[src/rtl/ram_port_arbiter.sv]
// ram_port_arbiter
//   Shares one byte-wide RAM port between instruction fetch (IF) and the
//   load/store buffer (LSB). Multi-byte accesses are serialised one byte per
//   cycle. LSB wins ties. Each requester has one pending slot. A ROB rollback
//   flushes speculative reads but never touches stores.
//
// Ports
//   clk, rst                      clock, synchronous active-high reset
//   if_request_in/if_address_in   4-byte fetch request pulse + byte address
//   if_ready_out/if_data_out      fetch done pulse + little-endian word
//   lsb_request_in, lsb_rw_in,    load/store request pulse, 1=store,
//   lsb_address_in, lsb_goal_in,  byte address, size (1/2/else 4 bytes),
//   lsb_data_in                   store data
//   lsb_ready_out/lsb_data_out    done pulse + zero-extended load data
//   rob_rollback_in               flush of speculative work
//   io_buffer_full_in             UART buffer full (stalls IO-space writes)
//   ram_din_in/ram_dout_out/      RAM read data (one-cycle latency), write
//   ram_addr_out/ram_wr_out       data, byte address, write enable
module ram_port_arbiter (
    input  logic        clk,
    input  logic        rst,
    input  logic        if_request_in,
    input  logic [31:0] if_address_in,
    output logic        if_ready_out,
    output logic [31:0] if_data_out,
    input  logic        lsb_request_in,
    input  logic        lsb_rw_in,
    input  logic [31:0] lsb_address_in,
    input  logic [2:0]  lsb_goal_in,
    input  logic [31:0] lsb_data_in,
    output logic        lsb_ready_out,
    output logic [31:0] lsb_data_out,
    input  logic        rob_rollback_in,
    input  logic        io_buffer_full_in,
    input  logic [7:0]  ram_din_in,
    output logic [7:0]  ram_dout_out,
    output logic [31:0] ram_addr_out,
    output logic        ram_wr_out
);
    typedef enum logic [1:0] {IDLE, READ, WRITE} state_t;

    state_t      state_q, state_d;
    logic [2:0]  cnt_q, cnt_d;
    logic [2:0]  len_q, len_d;
    logic [31:0] base_q, base_d;
    logic        owner_q, owner_d;          // 1 = LSB, 0 = IF
    logic [31:0] wdata_q, wdata_d;
    logic [31:0] buf_q, buf_d;
    logic [31:0] data_q, data_d;
    logic        if_rdy_q, if_rdy_d;
    logic        lsb_rdy_q, lsb_rdy_d;
    logic        if_pend_q, if_pend_d;
    logic [31:0] if_paddr_q, if_paddr_d;
    logic        lsb_pend_q, lsb_pend_d;
    logic        lsb_prw_q, lsb_prw_d;
    logic [31:0] lsb_paddr_q, lsb_paddr_d;
    logic [2:0]  lsb_pgoal_q, lsb_pgoal_d;
    logic [31:0] lsb_pdata_q, lsb_pdata_d;

    logic        busy, if_acc, lsb_acc, if_have, lsb_have, stall, wr;
    logic [31:0] cur_addr, addr;
    logic [7:0]  dout;
    logic [1:0]  bidx;

    always_comb begin
        busy    = (state_q != IDLE);
        // A new pulse is taken only if that requester has nothing live;
        // speculative reads pulsing during a rollback are dropped.
        if_acc  = if_request_in && !if_pend_q && !(busy && !owner_q) && !rob_rollback_in;
        lsb_acc = lsb_request_in && !lsb_pend_q && !(busy && owner_q)
                  && !(rob_rollback_in && !lsb_rw_in);

        // Slot registers double as the "effective request" for this cycle.
        if_paddr_d  = if_paddr_q;
        lsb_prw_d   = lsb_prw_q;
        lsb_paddr_d = lsb_paddr_q;
        lsb_pgoal_d = lsb_pgoal_q;
        lsb_pdata_d = lsb_pdata_q;
        if (if_acc) if_paddr_d = if_address_in;
        if (lsb_acc) begin
            lsb_prw_d   = lsb_rw_in;
            lsb_paddr_d = lsb_address_in;
            lsb_pgoal_d = lsb_goal_in;
            lsb_pdata_d = lsb_data_in;
        end
        if_have  = (if_pend_q && !rob_rollback_in) || if_acc;
        lsb_have = (lsb_pend_q && !(rob_rollback_in && !lsb_prw_q)) || lsb_acc;

        state_d    = state_q;
        cnt_d      = cnt_q;
        len_d      = len_q;
        base_d     = base_q;
        owner_d    = owner_q;
        wdata_d    = wdata_q;
        buf_d      = buf_q;
        data_d     = data_q;
        if_rdy_d   = 1'b0;
        lsb_rdy_d  = 1'b0;
        if_pend_d  = if_have;
        lsb_pend_d = lsb_have;
        addr       = 32'd0;
        wr         = 1'b0;
        dout       = 8'd0;
        cur_addr   = base_q + {29'd0, cnt_q};
        bidx       = cnt_q[1:0] - 2'd1;
        stall      = io_buffer_full_in && (cur_addr[31:16] == 16'h0003);

        case (state_q)
            IDLE: begin
                if (lsb_have) begin
                    owner_d    = 1'b1;
                    base_d     = lsb_paddr_d;
                    wdata_d    = lsb_pdata_d;
                    len_d      = (lsb_pgoal_d == 3'd1) ? 3'd1 :
                                 (lsb_pgoal_d == 3'd2) ? 3'd2 : 3'd4;
                    state_d    = lsb_prw_d ? WRITE : READ;
                    cnt_d      = 3'd0;
                    buf_d      = 32'd0;
                    lsb_pend_d = 1'b0;
                end else if (if_have) begin
                    owner_d   = 1'b0;
                    base_d    = if_paddr_d;
                    len_d     = 3'd4;
                    state_d   = READ;
                    cnt_d     = 3'd0;
                    buf_d     = 32'd0;
                    if_pend_d = 1'b0;
                end
            end
            READ: begin
                // Address for byte cnt goes out while cnt < len; the RAM
                // returns it a cycle later, so byte cnt-1 is captured now.
                if (cnt_q < len_q) addr = cur_addr;
                if (rob_rollback_in) begin
                    state_d = IDLE;
                end else begin
                    if (cnt_q != 3'd0) buf_d[{bidx, 3'b000} +: 8] = ram_din_in;
                    if (cnt_q == len_q) begin
                        state_d = IDLE;
                        data_d  = buf_d;
                        if (owner_q) lsb_rdy_d = 1'b1;
                        else         if_rdy_d  = 1'b1;
                    end else begin
                        cnt_d = cnt_q + 3'd1;
                    end
                end
            end
            WRITE: begin
                addr = cur_addr;
                dout = wdata_q[{cnt_q[1:0], 3'b000} +: 8];
                wr   = !stall;
                if (!stall) begin
                    if (cnt_q == len_q - 3'd1) begin
                        state_d   = IDLE;
                        data_d    = 32'd0;
                        lsb_rdy_d = 1'b1;
                    end else begin
                        cnt_d = cnt_q + 3'd1;
                    end
                end
            end
            default: state_d = IDLE;
        endcase
    end

    always_ff @(posedge clk) begin
        if (rst) begin
            state_q     <= IDLE;
            cnt_q       <= 3'd0;
            len_q       <= 3'd0;
            base_q      <= 32'd0;
            owner_q     <= 1'b0;
            wdata_q     <= 32'd0;
            buf_q       <= 32'd0;
            data_q      <= 32'd0;
            if_rdy_q    <= 1'b0;
            lsb_rdy_q   <= 1'b0;
            if_pend_q   <= 1'b0;
            if_paddr_q  <= 32'd0;
            lsb_pend_q  <= 1'b0;
            lsb_prw_q   <= 1'b0;
            lsb_paddr_q <= 32'd0;
            lsb_pgoal_q <= 3'd0;
            lsb_pdata_q <= 32'd0;
        end else begin
            state_q     <= state_d;
            cnt_q       <= cnt_d;
            len_q       <= len_d;
            base_q      <= base_d;
            owner_q     <= owner_d;
            wdata_q     <= wdata_d;
            buf_q       <= buf_d;
            data_q      <= data_d;
            if_rdy_q    <= if_rdy_d;
            lsb_rdy_q   <= lsb_rdy_d;
            if_pend_q   <= if_pend_d;
            if_paddr_q  <= if_paddr_d;
            lsb_pend_q  <= lsb_pend_d;
            lsb_prw_q   <= lsb_prw_d;
            lsb_paddr_q <= lsb_paddr_d;
            lsb_pgoal_q <= lsb_pgoal_d;
            lsb_pdata_q <= lsb_pdata_d;
        end
    end

    // Outputs are forced quiet while reset is held, even mid-transaction.
    assign ram_addr_out  = rst ? 32'd0 : addr;
    assign ram_wr_out    = rst ? 1'b0  : wr;
    assign ram_dout_out  = rst ? 8'd0  : dout;
    assign if_ready_out  = if_rdy_q && !rst;
    assign lsb_ready_out = lsb_rdy_q && !rst;
    assign if_data_out   = (if_rdy_q && !rst) ? data_q : 32'd0;
    assign lsb_data_out  = (lsb_rdy_q && !rst) ? data_q : 32'd0;
endmodule

[config.mk]
export PLATFORM = sky130hd
export DESIGN_NAME = ram_port_arbiter
export DESIGN_NICKNAME = d
export VERILOG_FILES = /design/src/rtl/ram_port_arbiter.sv
export SDC_FILE = /design/constraint.sdc
export NUM_CORES = 1
export LEC_CHECK = 0
export ABC_AREA = 1
export ABC_CLOCK_PERIOD_IN_PS = 4000
export BUFFER_PORTS_ARGS = -buffer_cell sky130_fd_sc_hd__buf_2
export CAP_MARGIN = 20
export CORE_MARGIN = 4
export CORE_UTILIZATION = 45
export CTS_BUF_LIST = sky130_fd_sc_hd__clkbuf_4
export CTS_CLUSTER_SIZE = 25
export DETAILED_ROUTE_END_ITERATION = 6
export GPL_ROUTABILITY_DRIVEN = 0
export PLACE_DENSITY = 0.75
export SYNTH_ARGS = -nofsm -noshare
export SYNTH_HDL_FRONTEND = slang
export SYNTH_SLANG_ARGS = --single-unit
[constraint.sdc]
create_clock -name clk -period 4 [get_ports clk]
set_clock_uncertainty 0.15 [all_clocks]
set_input_delay 0.8 -clock clk [delete_from_list [all_inputs] [get_ports clk]]
set_output_delay 0.8 -clock clk [all_outputs]
set_load 0.02 [all_outputs]
== Word-level counts from Yosys, hierarchy flattened ==
Cells that the tools add are included.
Word-level totals
  output and inout bits: 107
  input port bits: 114
  register bits: 241
  word-level logic and storage cells: 144
Operators by class
  magnitude comparators: 1
  add/subtract/negate cells: 5
  equality and inequality tests: 15
  bitwise gates (word level): 2
  reduce and logical (&&, ||, !) cells: 44
  shifts and indexed selects: 3
  multiplexer cells: 57
Operator list (number)
  32-bit 2-to-1 mux: 17
  32-bit case mux with 2 select lines: 3
  3-bit 2-to-1 mux: 11
  32-bit by 3-bit adder with 32-bit output: 1
  32-bit bitwise mux: 1
  8-bit by 7-bit variable shift with 32-bit output (first input constant): 1
  32-bit by 6-bit variable part select with 8-bit output: 1
  8-bit by 7-bit variable part select with 32-bit output: 1
  16-bit by 2-bit equality test with 1-bit output (second input constant): 1
  8-bit 2-to-1 mux: 2
  1-bit logical AND: 15
  2-bit 2-to-1 mux: 7
  1-bit 2-to-1 mux: 13
  1-bit zero test: 12
  2-bit != test (second input constant): 6
  3-bit case mux with 3 select lines: 1
  2-bit nonzero test: 4
  5-bit negation with 7-bit output: 1
  3-bit equality test: 2
  3-bit != test (second input constant): 2
  2-bit case mux with 3 select lines: 1
  6-bit AND reduction: 1
  3-bit nonzero test: 2
  5-bit AND reduction: 1
  17 further kinds: 20

== Longest topological paths before layout ==
Gate-level depths: netlist (run 1).
  word-level depth: 10
  gate-level depth with buffers: 20
  mapped depth without buffers: 20

== Worst setup path before layout (run 1) ==
No wires, ideal clock.
  path type: register -> output
  from: register cnt_q[1]
  to: output ram_wr_out
  arrival time: 2.541 ns
  setup slack: 0.509 ns
  stages on the path, launching flop included: 15
  required time: 3.050 ns
  buffers on the path: 1
  cells stage by stage: dfxtp_1 clkbuf_1 inv_2 fa_1 inv_1 nand2_1 nand2_1 nand2_1 nor2_1 nand3_1 nand3_1 nor2_1 nand2_1 nor2_4 a21oi_1
Between the ends
  word-level cells in the longest chain between the ends: 6
Ends and longest elaborated chain
  from (decl): line 43  | logic [2:0] cnt_q, cnt_d;
  from (signal assigned): line 187  | cnt_q <= cnt_d;
  32-bit by 3-bit adder with 32-bit output: line 104  | cur_addr = base_q + {29'd0, cnt_q};
  16-bit by 2-bit equality test with 1-bit output: line 106  | stall = io_buffer_full_in && (cur_addr[31:16] == 16'h0003);
  1-bit logical AND: line 106
  1-bit zero test
  1-bit 2-to-1 mux: line 108  | case (state_q)
  1-bit 2-to-1 mux: line 208  | assign ram_wr_out = rst ? 1'b0 : wr;
  to (decl): line 38  | output logic ram_wr_out
No other way between the ends.

== Final worst setup path (run 1) ==
  from: register cnt_q[1]
  to: output ram_addr_out[2]
Between the ends
  word-level cells in the longest chain between the ends: 4
  elaborated cells on any way between the ends: 5
  those cells by class: add/sub (1); order compare (1); mux (3)
Ends and longest elaborated chain
  32-bit by 3-bit adder with 32-bit output or 3-bit less-than comparator (tied branches): line 104, 133
  32-bit 2-to-1 mux: line 133  | if (cnt_q < len_q) addr = cur_addr;
  32-bit case mux with 2 select lines *: line 108
  32-bit 2-to-1 mux *: line 207  | assign ram_addr_out = rst ? 32'd0 : addr;
  to (decl): line 37  | output logic [31:0] ram_addr_out,
Mark *: on every way between the ends. The rest lies on a longest branch, timed or not.

==> flow_summary.rst, run 1 <==
.. list-table::
   :header-rows: 1

   * - Metric
     - Value
   * - Slew Viols, Final
     - 0
   * - H-Tree Level Count
     - 3
   * - Vias in the first global route
     - roughly 11,000
   * - Source of the worst register-to-register timing path
     - cnt_q[0]$_SDFFE_PP0P_
   * - Top cells by count, synth
     - sky130_fd_sc_hd__nor2_1, sky130_fd_sc_hd__dfxtp_1, sky130_fd_sc_hd__nand2_1
   * - Clock Root Buffer
     - sky130_fd_sc_hd__clkbuf_4
   * - Global-route wire length before repair
     - between 50 and 60 mm
   * - Synthesized cell area
     - 0.0118 mm²
   * - Number of remaining DRC errors
     - 0
   * - Count leader, synth
     - sky130_fd_sc_hd__nor2_1
   * - Instance area at placement
     - between 0.01 and 0.015 mm²
   * - Cell taking the most area after synthesis
     - sky130_fd_sc_hd__dfxtp_1
   * - Mean routed wirelength per cell
     - about 15 µm
   * - Non-Filler Cell Area, Final
     - roughly 0.014 mm²
   * - Number of standard cells after synthesis
     - 1,583
   * - Clock period minus worst slack
     - 3.83 ns
   * - Yosys warning total
     - 0
   * - Reg clk slew, reported paths
     - approximately 0.070 ns
   * - Number of flip-flops and latches in the synthesized netlist
     - roughly 240
   * - Worst Reg2Reg Path Length in Cells
     - 19
   * - Horizontal extent of the die
     - about 170 µm
   * - Buffers added on ports
     - 220
   * - First-pass iteration count of the detailed router
     - 5
   * - Ratio of routed vias to standard cells
     - approximately 5.2
   * - DP HPWL
     - approximately 23 mm
   * - Post-synthesis net count
     - around 1,700
   * - RSZ-0062 raised after global routing
     - no
   * - Worst setup path startpoint
     - cnt_q[1]$_SDFFE_PP0P_
   * - Final hold violation count
     - 0
   * - Most frequently used flop master after synthesis
     - sky130_fd_sc_hd__dfxtp_1
   * - Multi-input logic area
     - 0.00624 mm²
   * - Floorplan core area
     - roughly 0.026 mm²
   * - Area growth from synthesis to layout
     - 18.2%
   * - Data required time of the worst path
     - ~3.1 ns
   * - Leakage component of the power
     - 6.13 nW
   * - Die area
     - roughly 0.029 mm²
   * - Final TNS setup
     - 0 ns
   * - Share of flip-flops with an asynchronous set or reset
     - 0%
   * - Number of failing setup endpoints in the final timing report
     - 0
   * - Endpoint with the worst hold slack
     - lsb_pdata_q[13]$_SDFF_PP0_
   * - Worst hold path stage count
     - 3
   * - Clock latency at the later pin of the worst-skew pair
     - about 0.63 ns
   * - Clock Tree Buf Depth
     - 3
   * - Area share of the largest cell type after synthesis
     - 40.7%
   * - Starting utilization of the core area
     - a little under half
   * - Max-slew headroom at the worst pin
     - between 20% and 30%
   * - VDD IR max
     - between 0.3 and 0.4 mV
   * - EDFF count, synth
     - 0
   * - Height of the die
     - around 170 µm
   * - Part of the Yosys area used for sequential elements
     - roughly two fifths
   * - Share of post-route cells with drive strength above 1
     - between 20 and 30%
   * - Clock tree from TritonCTS
     - yes
   * - Maximum operating frequency
     - about 260 MHz
   * - Run status
     - complete, no violations
   * - Grt ovf
     - 0
   * - Maximum number of pins on one net before global-route repair
     - 84
   * - Largest driver fanout on the critical path
     - 26
   * - Critical path start-end classification
     - reg2out
   * - CTS hold repair buffers
     - 0
   * - Number of filler instances in the final layout
     - around 2,500
   * - Worst R2R Setup Slack
     - about 0.91 ns
   * - GRT Util Overall
     - a little over a fifth
   * - Reg area
     - 0.00483 mm²
   * - Worst hold path startpoint
     - lsb_data_in[13]
   * - Antenna violations before repair
     - 3
   * - Setup crit end kind
     - output port
   * - Number of buffers inserted during clock tree synthesis
     - a little under 70
   * - Count of antenna-violating nets left after detailed routing
     - 0
   * - Biggest area contributors in the synthesized netlist
     - sky130_fd_sc_hd__dfxtp_1, sky130_fd_sc_hd__nor2_1, sky130_fd_sc_hd__nand2_1, sky130_fd_sc_hd__mux2i_1, sky130_fd_sc_hd__a21oi_1
   * - Avg Synthesized Cell Area
     - roughly 7.5 µm²
   * - Areal power density over the cells
     - about 570 mW/mm²
   * - Number of nets in the layout
     - a little under 2,000
   * - Endpoint arrival time on the critical path
     - roughly 2.9 ns
   * - Aggregate routed wire length
     - between 30 and 40 mm
   * - RR Endpoint
     - data_q[0]$_SDFFE_PP0P_
   * - Period utilization
     - about 96%
   * - Worst slew pin tran
     - 1.08 ns
   * - Count of vias placed by the detailed router
     - approximately 11,000
   * - Distinct cell type count after synthesis
     - 45
   * - Worst hold path type
     - in2reg
   * - Count of max-cap constraint violations
     - 0
   * - Startpoint type of the worst setup path
     - flop
   * - DRC marker count from the first detailed-route iteration
     - roughly 630
   * - Standard-cell row count
     - 59
   * - Number of placed I/O pins
     - between 200 and 250
   * - Clock sink total
     - 241
## routing by layer
layer / wire (µm) / up-vias / GRT usage (%) / share of wire, %
met1: 14900 / 5078 / 29.4 / 46
li1: - / 5698 / - / -
met4: 943 / 2 / 9.10 / 2.9
met5: 12 / - / 0 / 0.037
met3: 2190 / 70 / 4.92 / 6.8
met2: 14400 / 389 / 32.9 / 44
## what timing repair did
action,4_1_cts,5_1_grt
pin swaps,0,6
hold endpoints to repair,0,0
cloned,0,0
setup buffers,0,5
endpoints found under the setup margin,1,4
resized for setup,1,15
## worst max-delay path by stage
stage / to / slack [ns] / depth (start not counted)
detailed placement: ram_wr_out / 0.68 / 15
finish: ram_addr_out[2] / 0.17 / 10
floorplan: ram_wr_out / 0.51 / 14
global route: ram_wr_out / 0.001 / 16
CTS: ram_wr_out / 0.03 / 15
global placement: ram_wr_out / 0.76 / 15
## sequential cells by signal, indices dropped and copies added (netlist names)
signal,cells
len_q,3
base_q,32
owner_q,1
lsb_paddr_q,32
buf_q,32
if_pend_q,1
state_q,2
lsb_pdata_q,32
lsb_prw_q,1
lsb_pgoal_q,3
wdata_q,32
lsb_rdy_q,1
cnt_q,3
data_q,32
if_paddr_q,32
if_rdy_q,1
lsb_pend_q,1
## metrics by stage
step                hold WS (ns)  instances  setup slack (ns)  util [%]  power (mW)
floorplan                  0.291       1583             0.509         -        5.18
global placement           0.299       2063             0.763      50.6        5.81
detailed placement         0.304       2063             0.675      50.6        5.86
CTS                        0.200       2169            0.0257      53.6        7.99
global route               0.227       2176           0.00100      53.9        8.54
finish                     0.263       2176             0.173      53.9        7.97
## final cells by class
class                   instances  area share, %
repair buffers                246           9.43
well taps                     335           2.99
clock inverters                14          0.652
flip-flops and latches        241           34.4
inverters                     110           2.97
diodes                          2         0.0357
clock buffers                  92           4.93
multi-input cells            1136           44.5
## critical path: stages, from the launching register on
cell and delay, ns:
sky130_fd_sc_hd__dfxtp_1 0.39, sky130_fd_sc_hd__buf_4 0.25, sky130_fd_sc_hd__ha_1 0.28, sky130_fd_sc_hd__nand2_1 0.06, sky130_fd_sc_hd__o211ai_1 0.12, sky130_fd_sc_hd__a21oi_1 0.17, sky130_fd_sc_hd__buf_4 0.18, sky130_fd_sc_hd__clkinv_1 0.06
sky130_fd_sc_hd__buf_4 0.21, sky130_fd_sc_hd__nor3b_1 0.28, sky130_fd_sc_hd__buf_2 0.24
## logic make-up (layout without fill, tap and decap cells)
family,Yosys count,in the layout,share of synthesized area [%]
fa+ha+maj,18,18,1.96
xor+xnor,8,8,0.591
simple gates,702,702,25.7
compound gates,328,328,17.2
buf+inv,206,462,7.10
flops,241,241,40.7
other cells,0,2,0
mux,80,80,6.76
## report_power, final
part	leakage [nW]	internal [mW]	total [mW]	switching, mW
logic	3.70	0.887	2.70	1.81
registers	1.97	2.82	3.17	0.348
clock network	0.463	1.12	2.10	0.978
total	6.13	4.82	7.97	3.14
## placed cells by master (no fill, tap or decap), types with 3 or more instances in the layout
cell type | Yosys | layout
sky130_fd_sc_hd__a211oi_1 | 32 | 32
sky130_fd_sc_hd__a21oi_1 | 105 | 105
sky130_fd_sc_hd__a21oi_2 | 30 | 30
sky130_fd_sc_hd__a22o_1 | 15 | 15
sky130_fd_sc_hd__buf_2 | 15 | 218
sky130_fd_sc_hd__buf_4 | 0 | 25
sky130_fd_sc_hd__clkbuf_4 | 0 | 92
sky130_fd_sc_hd__clkinv_1 | 2 | 10
sky130_fd_sc_hd__dfxtp_1 | 241 | 240
sky130_fd_sc_hd__ha_1 | 17 | 16
sky130_fd_sc_hd__inv_1 | 104 | 103
sky130_fd_sc_hd__inv_2 | 4 | 6
sky130_fd_sc_hd__mux2i_1 | 80 | 80
sky130_fd_sc_hd__nand2_1 | 239 | 234
sky130_fd_sc_hd__nand2_2 | 38 | 42
sky130_fd_sc_hd__nand3_1 | 56 | 55
sky130_fd_sc_hd__nand3_4 | 2 | 3
sky130_fd_sc_hd__nand3b_1 | 5 | 5
sky130_fd_sc_hd__nand4_1 | 7 | 7
sky130_fd_sc_hd__nor2_1 | 301 | 298
sky130_fd_sc_hd__nor2_2 | 10 | 10
sky130_fd_sc_hd__nor2_4 | 5 | 8
sky130_fd_sc_hd__nor3_1 | 6 | 6
sky130_fd_sc_hd__o21a_1 | 18 | 18
sky130_fd_sc_hd__o21ai_0 | 98 | 98
sky130_fd_sc_hd__o31ai_1 | 7 | 7
sky130_fd_sc_hd__o41ai_1 | 16 | 16
sky130_fd_sc_hd__or2_2 | 24 | 24
sky130_fd_sc_hd__xnor2_1 | 6 | 6
(Power assumes the default switching activity.)
==> inputs of run 2 (changes only) <==
Settings changed: CORE_ASPECT_RATIO set to 0.75, PLACE_DENSITY 0.75 to 0.67.
==> run 2 against run 1 <==
Effect of this change:
- routed wire length grew 5.2%
- global-route usage grew 1.0 points
- largest power group unchanged
- critical path depth is 6 higher
- non-clock buffer count increased by 2
- critical path type unchanged
- first-iteration DRC count rose by 47%
- final cell count about the same
- register-to-register slack worse by 0.27 ns
==> flow_summary.rst, run 2 (synthesized netlist as in run 1, its figures left out) <==
.. list-table::
   :header-rows: 1

   * - Metric
     - Value
   * - Maximum operating frequency
     - 262 MHz (was 261 MHz)
   * - Leakage component of the power
     - 6.08 nW (was 6.13 nW)
   * - First-pass iteration count of the detailed router
     - 5 (unchanged)
   * - Grt ovf
     - 0 (unchanged)
   * - Clock latency at the later pin of the worst-skew pair
     - 0.71 ns (was 0.63 ns)
   * - RSZ-0062 raised after global routing
     - yes (was no)
   * - Areal power density over the cells
     - 564 mW/mm² (was 569 mW/mm²)
   * - Worst hold path stage count
     - 3 (unchanged)
   * - Number of filler instances in the final layout
     - 2,575 (was 2,499)
   * - Count of max-cap constraint violations
     - 0 (unchanged)
   * - Final hold violation count
     - 0 (unchanged)
   * - Antenna violations before repair
     - 8 (was 3)
   * - Reg area
     - 0.00483 mm² (about the same)
   * - Critical path start-end classification
     - reg2out (unchanged)
   * - Buffers added on ports
     - 220 (unchanged)
   * - DP HPWL
     - 24.3 mm (was 23.2 mm)
   * - Final TNS setup
     - 0 ns (unchanged)
   * - Clock period minus worst slack
     - 3.82 ns (was 3.83 ns)
   * - Multi-input logic area
     - 0.00623 mm² (was 0.00624 mm²)
   * - H-Tree Level Count
     - 2 (was 3)
   * - Height of the die
     - 149 µm (was 170 µm)
   * - Setup crit end kind
     - output port (unchanged)
   * - Vias in the first global route
     - 10,500 (about the same)
   * - Worst hold path startpoint
     - if_address_in[1] (was lsb_data_in[13])
   * - Clock sink total
     - 241 (unchanged)
   * - Number of cells in the design after placement
     - 2,072 (was 2,063)
   * - Number of buffers inserted during clock tree synthesis
     - 60 (was 68)
   * - Standard-cell row count
     - 51 (was 59)
   * - Cell with the biggest individual delay on the critical path
     - sky130_fd_sc_hd__fa_1 (was sky130_fd_sc_hd__dfxtp_1)
   * - Number of remaining DRC errors
     - 0 (unchanged)
   * - Worst Reg2Reg Path Length in Cells
     - 13 (was 19)
   * - Count of vias placed by the detailed router
     - 11,100 (was 11,200)
   * - Met3 layer usage reported by global route
     - 5.46% (was 4.92%)
   * - Horizontal extent of the die
     - 195 µm (was 170 µm)
   * - Data required time of the worst path
     - 3.05 ns (about the same)
   * - Clock Tree Buf Depth
     - 3 (unchanged)
   * - GRT Util Overall
     - 22.6% (was 21.6%)
   * - Starting utilization of the core area
     - 45.6% (about the same)
   * - Number of placed I/O pins
     - 221 (unchanged)
   * - Clock tree from TritonCTS
     - yes (unchanged)
   * - Endpoint arrival time on the critical path
     - 2.87 ns (was 2.88 ns)
   * - Die area
     - 0.0290 mm² (about the same)
   * - Worst slew pin tran
     - 1.08 ns (about the same)
   * - Source of the worst register-to-register timing path
     - state_q[0]$_SDFFE_PP0P_ (was cnt_q[0]$_SDFFE_PP0P_)
   * - Period utilization
     - 95.6% (was 95.7%)
   * - Largest driver fanout on the critical path
     - 4 (was 26)
   * - DRC marker count from the first detailed-route iteration
     - 926 (was 631)
   * - Max-slew headroom at the worst pin
     - 27.8% (was 27.7%)
   * - Met1 Usage GRT
     - 34.1% (was 29.4%)
   * - Startpoint type of the worst setup path
     - flop (unchanged)
   * - Floorplan core area
     - 0.0260 mm² (about the same)
   * - Cell Count, Final, Fillers Out
     - 2,177 (was 2,176)
   * - Aggregate routed wire length
     - 34.1 mm (was 32.4 mm)
   * - Run status
     - complete, no violations (unchanged)
   * - CTS hold repair buffers
     - 0 (unchanged)
   * - CP most frequent cell
     - sky130_fd_sc_hd__nand2_1 (was sky130_fd_sc_hd__buf_4)
   * - Ratio of routed vias to standard cells
     - 5.12 (was 5.16)
   * - Global-route wire length before repair
     - 54.2 mm (was 51.6 mm)
   * - Clock Root Buffer
     - sky130_fd_sc_hd__clkbuf_4 (unchanged)
   * - Slew Viols, Final
     - 0 (unchanged)
   * - Critical Path Max Stage Delay
     - 0.37 ns (was 0.39 ns)
   * - Area growth from synthesis to layout
     - 17.8% (was 18.2%)
   * - Share of post-route cells with drive strength above 1
     - 25.6% (was 25.8%)
   * - Leading cell type in the layout, fill and taps excluded
     - sky130_fd_sc_hd__nor2_1 (unchanged)
   * - VDD IR max
     - 0.347 mV (was 0.364 mV)
   * - Reg clk slew, reported paths
     - 0.07 ns (about the same)
   * - Worst hold path type
     - in2reg (unchanged)
   * - Maximum number of pins on one net before global-route repair
     - 202 (was 84)
   * - Commonest non-fill, non-tap cells in the layout
     - sky130_fd_sc_hd__nor2_1, sky130_fd_sc_hd__nand2_1, sky130_fd_sc_hd__dfxtp_1 (was sky130_fd_sc_hd__nor2_1, sky130_fd_sc_hd__dfxtp_1, sky130_fd_sc_hd__nand2_1)
   * - Mean routed wirelength per cell
     - 15.7 µm (was 14.9 µm)
   * - GRT busiest layer
     - met1 (was met2)
   * - Met2 Track Usage GR
     - 32.3% (was 32.9%)
   * - List of cells traversed by the critical path
     - ha_2, inv_1, fa_1, inv_2, nand2_1, nand2_1, nand2_2, nor2_4, buf_4, nand3_1, nand2_1, nor2_2, nand3_2, nor2_4, a21oi_2, buf_6 (was buf_4, ha_1, nand2_1, o211ai_1, a21oi_1, buf_4, clkinv_1, buf_4, nor3b_1, buf_2)
   * - Number of failing setup endpoints in the final timing report
     - 0 (unchanged)
   * - Count of antenna-violating nets left after detailed routing
     - 0 (unchanged)
   * - Worst setup path startpoint
     - base_q[0]$_SDFFE_PP0P_ (was cnt_q[1]$_SDFFE_PP0P_)
   * - Number of nets in the layout
     - 1,929 (was 1,935)
## run 2: cell count changes in the layout (fill, tap and decap cells not counted), moves of 3 or more
| cell | change |
|---|---|
| sky130_fd_sc_hd__clkbuf_4 | -6 |
| sky130_fd_sc_hd__clkinv_1 | -4 |
| sky130_fd_sc_hd__dfxtp_1 | -3 |
| sky130_fd_sc_hd__dfxtp_2 | +3 |
| sky130_fd_sc_hd__diode_2 | +3 |
| sky130_fd_sc_hd__nand2_1 | +3 |
## run 2: layer usage
metal / vias to the layer above / part of all wire, %
li1: 5661 / -
met1: 5070 / 49
met2: 342 / 41
met3: 65 / 7.5
met4: 8 / 1.6
met5: - / 0.13
## run 2: worst paths after layout
check / slack (ns) / to
setup / recovery: 0.18 / ram_wr_out
hold / removal: 0.19 / if_paddr_q[1]$_SDFF_PP0_
setup reg to reg: 0.64 / base_q[4]$_SDFFE_PP0P_
hold reg to reg: 0.31 / buf_q[13]$_SDFFE_PP0P_
## run 2: what timing repair did
item / in CTS / in global routing
resized for setup: 1 / 16
endpoints found under the hold margin: 0 / 0
setup buffers: 1 / 6
pin swaps: 1 / 5
endpoints found under the setup margin: 1 / 2
## run 2: worst max-delay path, delay by kind of cell (launching register included)
kind | cells | cell delay, ns
compound gates | 1 | 0.16
buf+inv | 4 | 0.41
simple gates | 9 | 0.81
flops | 1 | 0.33
fa+ha+maj | 2 | 0.53
## run 2: layout make-up
cell class                 count  area share (%)
timing repair buffer         248            9.58
clock inverter                 7           0.350
inverter                     110            2.98
clock buffer                  86            4.63
multi-input combinational   1136            44.7
antenna                        5          0.0897
tap                          344            3.08
sequential                   241            34.6
## run 2: report_power, final
group	leakage, nW	internal [mW]	switching (mW)
Sequential	1.97	2.82	0.359
Clock	0.418	0.976	0.959
Combinational	3.70	0.888	1.86
Total	6.08	4.68	3.18
## run 2: metrics by stage
| stage | power, mW | setup slack [ns] | instance area (µm²) | hold WS, ns | utilization (%) |
|---|---|---|---|---|---|
| 2_1_floorplan | 5.18 | 0.509 | 11800 | 0.291 | - |
| 3_3_place_gp | 5.87 | 0.639 | 13200 | 0.298 | 50.6 |
| 3_5_place_dp | 5.93 | 0.513 | 13200 | 0.303 | 50.6 |
| 4_1_cts | 7.89 | 0.00439 | 13900 | 0.120 | 53.3 |
| 5_1_grt | 8.41 | -0.0262 | 13900 | 0.142 | 53.7 |
| 6_report | 7.86 | 0.177 | 14000 | 0.195 | 53.7 |
==> inputs of run 3 (changes only) <==
Settings changed: ABC_AREA 1 to unset.
==> run 3 against run 2 <==
Effect of this change:
- hold slack gained 0.011 ns
- count of clock-buffer cells in the layout shrank 2
- synthesized cell count shrank 18%
- first-iteration DRC count shrank 22%
- cell area shrank 0.56%
- routed wire length shrank 6.0%
- largest cell class unchanged
- combinational power shrank 25%
- critical endpoint unchanged
- the flow now finishes with violations (negative setup slack)
==> flow_summary.rst, run 3 <==
.. list-table::
   :header-rows: 1

   * - Metric
     - Value
   * - Clock Tree Buf Depth
     - 3 (unchanged)
   * - Synthesized cell area
     - 0.0113 mm² (was 0.0118 mm²)
   * - Number of placed I/O pins
     - 221 (unchanged)
   * - Commonest non-fill, non-tap cells in the layout
     - sky130_fd_sc_hd__nor2_1, sky130_fd_sc_hd__dfxtp_1, sky130_fd_sc_hd__buf_2 (was sky130_fd_sc_hd__nor2_1, sky130_fd_sc_hd__nand2_1, sky130_fd_sc_hd__dfxtp_1)
   * - Reg clk slew, reported paths
     - 0.07 ns (about the same)
   * - Largest driver fanout on the critical path
     - 5 (was 4)
   * - Height of the die
     - 146 µm (was 149 µm)
   * - Count of max-cap constraint violations
     - 0 (unchanged)
   * - Critical path start-end classification
     - reg2out (unchanged)
   * - Part of the Yosys area used for sequential elements
     - 42.5% (was 40.7%)
   * - Mux share of post-synthesis cell area
     - 11.0% (was 6.76%)
   * - Yosys warning total
     - 0 (unchanged)
   * - DP HPWL
     - 22.1 mm (was 24.3 mm)
   * - Avg Synthesized Cell Area
     - 8.70 µm² (was 7.48 µm²)
   * - Clock Root Buffer
     - sky130_fd_sc_hd__clkbuf_4 (unchanged)
   * - Aggregate routed wire length
     - 32.1 mm (was 34.1 mm)
   * - Die area
     - 0.0278 mm² (was 0.0290 mm²)
   * - Period utilization
     - 109% (was 95.6%)
   * - CTS hold repair buffers
     - 0 (unchanged)
   * - Pwr Total
     - 7.01 mW (was 7.86 mW)
   * - Xor/xnor cell area share of the yosys netlist
     - 2.62% (was 0.591%)
   * - Adder and majority gate portion of the synthesized area
     - 2.05% (was 1.96%)
   * - Violations in the final reports
     - negative setup slack
   * - Number of filler instances in the final layout
     - 2,336 (was 2,575)
   * - Clock sink total
     - 241 (unchanged)
   * - Distinct cell type count after synthesis
     - 64 (was 45)
   * - Number of flip-flops and latches in the synthesized netlist
     - 241 (unchanged)
   * - Area growth from synthesis to layout
     - 22.3% (was 17.8%)
   * - Antenna violations before repair
     - 3 (was 8)
   * - Standard-cell row count
     - 50 (was 51)
   * - Buffers added on ports
     - 220 (unchanged)
   * - H-Tree Level Count
     - 2 (unchanged)
   * - Top cells by count, synth
     - sky130_fd_sc_hd__nor2_1, sky130_fd_sc_hd__dfxtp_1, sky130_fd_sc_hd__mux2i_1 (was sky130_fd_sc_hd__nor2_1, sky130_fd_sc_hd__dfxtp_1, sky130_fd_sc_hd__nand2_1)
   * - Run status
     - finished with violations (was complete, no violations)
   * - Horizontal extent of the die
     - 191 µm (was 195 µm)
   * - Maximum operating frequency
     - 229 MHz (was 262 MHz)
   * - Count leader, synth
     - sky130_fd_sc_hd__nor2_1 (unchanged)
   * - Area share of the largest cell type after synthesis
     - 42.5% (was 40.7%)
   * - Worst setup path startpoint
     - base_q[0]$_SDFFE_PP0P_ (unchanged)
   * - Source of the worst register-to-register timing path
     - base_q[0]$_SDFFE_PP0P_ (was state_q[0]$_SDFFE_PP0P_)
   * - Starting utilization of the core area
     - 45.6% (about the same)
   * - EDFF count, synth
     - 0 (unchanged)
   * - Worst slew pin tran
     - 1.07 ns (was 1.08 ns)
   * - Areal power density over the cells
     - 505 mW/mm² (was 564 mW/mm²)
   * - Tightest hold margin
     - 0.206 ns (was 0.195 ns)
   * - Number of buffers inserted during clock tree synthesis
     - 60 (unchanged)
   * - Count of vias placed by the detailed router
     - 10,300 (was 11,100)
   * - Global-route wire length before repair
     - 50.0 mm (was 54.2 mm)
   * - GRT Util Overall
     - 21.7% (was 22.6%)
   * - Endpoint arrival time on the critical path
     - 3.43 ns (was 2.87 ns)
   * - Ratio of routed vias to standard cells
     - 5.32 (was 5.12)
   * - Final core utilization
     - 55.7% (was 53.7%)
   * - Clock period minus worst slack
     - 4.38 ns (was 3.82 ns)
   * - Data required time of the worst path
     - 3.05 ns (about the same)
   * - Most frequently used flop master after synthesis
     - sky130_fd_sc_hd__dfxtp_1 (unchanged)
   * - Number of remaining DRC errors
     - 0 (unchanged)
   * - Startpoint type of the worst setup path
     - flop (unchanged)
   * - Minimum setup slack in the final design
     - -0.376 ns (was 0.177 ns)
   * - Clock latency at the later pin of the worst-skew pair
     - 0.70 ns (was 0.71 ns)
   * - Slew Viols, Final
     - 0 (unchanged)
   * - Worst hold path startpoint
     - lsb_data_in[26] (was if_address_in[1])
   * - Final hold violation count
     - 0 (unchanged)
   * - Number of nets in the layout
     - 1,675 (was 1,929)
   * - VDD IR max
     - 0.276 mV (was 0.347 mV)
   * - RSZ-0062 raised after global routing
     - yes (unchanged)
   * - Share of post-route cells with drive strength above 1
     - 26.3% (was 25.6%)
   * - Dominant combinational cell family by area after synthesis
     - simple AND/OR/NAND/NOR gates (unchanged)
   * - Number of failing setup endpoints in the final timing report
     - 4 (was 0)
   * - Grt ovf
     - 0 (unchanged)
   * - Cell taking the most area after synthesis
     - sky130_fd_sc_hd__dfxtp_1 (unchanged)
   * - Share of flip-flops with an asynchronous set or reset
     - 0% (unchanged)
   * - Setup crit end kind
     - output port (unchanged)
   * - Post-synthesis compound-gate area fraction
     - 15.3% (was 17.2%)
   * - Worst hold path type
     - in2reg (unchanged)
   * - Floorplan core area
     - 0.0249 mm² (was 0.0260 mm²)
   * - Leakage component of the power
     - 5.93 nW (was 6.08 nW)
   * - Maximum number of pins on one net before global-route repair
     - 97 (was 202)
   * - Leading cell type in the layout, fill and taps excluded
     - sky130_fd_sc_hd__nor2_1 (unchanged)
   * - Biggest area contributors in the synthesized netlist
     - sky130_fd_sc_hd__dfxtp_1, sky130_fd_sc_hd__mux2i_1, sky130_fd_sc_hd__nor2_1, sky130_fd_sc_hd__and2_1, sky130_fd_sc_hd__nand2_1 (was sky130_fd_sc_hd__dfxtp_1, sky130_fd_sc_hd__nor2_1, sky130_fd_sc_hd__nand2_1, sky130_fd_sc_hd__mux2i_1, sky130_fd_sc_hd__a21oi_1)
   * - Max-slew headroom at the worst pin
     - 28.9% (was 27.8%)
   * - Synthesized-area fraction occupied by and/or/nand/nor cells
     - 22.4% (was 25.7%)
   * - Post-synthesis net count
     - 1,436 (was 1,715)
   * - DRC marker count from the first detailed-route iteration
     - 726 (was 926)
   * - Mean routed wirelength per cell
     - 16.6 µm (was 15.7 µm)
   * - Number of standard cells after synthesis
     - 1,304 (was 1,583)
   * - Vias in the first global route
     - 9,565 (was 10,500)
   * - First-pass iteration count of the detailed router
     - 5 (unchanged)
   * - Count of antenna-violating nets left after detailed routing
     - 0 (unchanged)
   * - Clock tree from TritonCTS
     - yes (unchanged)
run 3: cell count changes after synthesis, moves of 38 or more:
cell,previous run,this run
sky130_fd_sc_hd__nand2_2,38,0
sky130_fd_sc_hd__nor2_1,301,261
sky130_fd_sc_hd__o21ai_0,98,22
sky130_fd_sc_hd__nand2_1,239,90
sky130_fd_sc_hd__a21oi_1,105,55
sky130_fd_sc_hd__and2_1,0,67
sky130_fd_sc_hd__inv_1,104,28
run 3: per-stage QoR:
| step | instances | area [µm²] | setup slack [ns] | setup TNS, ns |
|---|---|---|---|---|
| floorplan | 1304 | 11400 | 0.00900 | 0 |
| global placement | 1805 | 12800 | 0.00168 | 0 |
| detailed placement | 1805 | 12800 | -0.0855 | -1.20 |
| CTS | 1914 | 13700 | -0.426 | -0.901 |
| global route | 1927 | 13900 | -0.515 | -1.79 |
| finish | 1927 | 13900 | -0.376 | -0.633 |
run 3: layer usage:
layer	track usage [%]	vias up	part of all wire, %
li1	-	5064	-
met1	31.5	4749	47
met2	32.3	402	43
met3	5.68	41	8.7
met4	5.60	2	1.2
met5	0	-	0.041
run 3: cell type report:
type	count	area (µm²)	area share [%]
multi-input combinational	944	6260	45.1
clock inverter	22	90.1	0.649
timing repair buffer	266	1520	11.0
tap	338	423	3.05
inverter	30	113	0.812
sequential	241	4830	34.8
antenna	2	5.00	0.0361
clock buffer	84	631	4.55
run 3: logic make-up (layout without fill, tap and decap cells):
family,count (synthesis),count (layout)
mux,114,114
compound gates,233,234
other cells,0,2
xor+xnor,34,34
fa+ha+maj,18,18
simple gates,544,544
flops,241,241
buf+inv,120,402
run 3: power breakdown:
| group | total [mW] | internal [mW] | switching (mW) |
|---|---|---|---|
| Combinational | 2.06 | 0.776 | 1.29 |
| Sequential | 2.99 | 2.73 | 0.251 |
| Clock | 1.96 | 0.969 | 0.990 |
run 3: timing repair:
| item | 4_1_cts | 5_1_grt |
|---|---|---|
| buffers inserted | 4 | 10 |
| gates cloned | 0 | 1 |
| resized for setup | 27 | 24 |
| endpoints found under the hold margin | 0 | 0 |
| pin swaps | 13 | 16 |
| setup endpoints to repair | 57 | 57 |
run 3: worst paths after layout:
path | endpoint | slack [ns] | cells after the start
worst max-delay path | ram_wr_out | -0.38 | 12
worst min-delay path | lsb_pdata_q[26]$_SDFF_PP0_ | 0.21 | 3
worst max register to register | data_q[0]$_SDFFE_PP0P_ | 0.16 | 15
worst min register to register | lsb_paddr_q[30]$_SDFF_PP0_ | 0.34 | 2
run 3: worst max-delay path: stages (launching register included):
cell and delay, ns:
sky130_fd_sc_hd__dfxtp_2 0.35, sky130_fd_sc_hd__ha_4 0.14, sky130_fd_sc_hd__inv_2 0.03, sky130_fd_sc_hd__fa_2 0.33, sky130_fd_sc_hd__nand2b_4 0.16, sky130_fd_sc_hd__a2111o_1 0.47
sky130_fd_sc_hd__buf_6 0.16, sky130_fd_sc_hd__nor3_4 0.19, sky130_fd_sc_hd__mux2i_1 0.10, sky130_fd_sc_hd__a221o_1 0.38, sky130_fd_sc_hd__nor3_2 0.18, sky130_fd_sc_hd__nor2_1 0.08
sky130_fd_sc_hd__buf_4 0.16
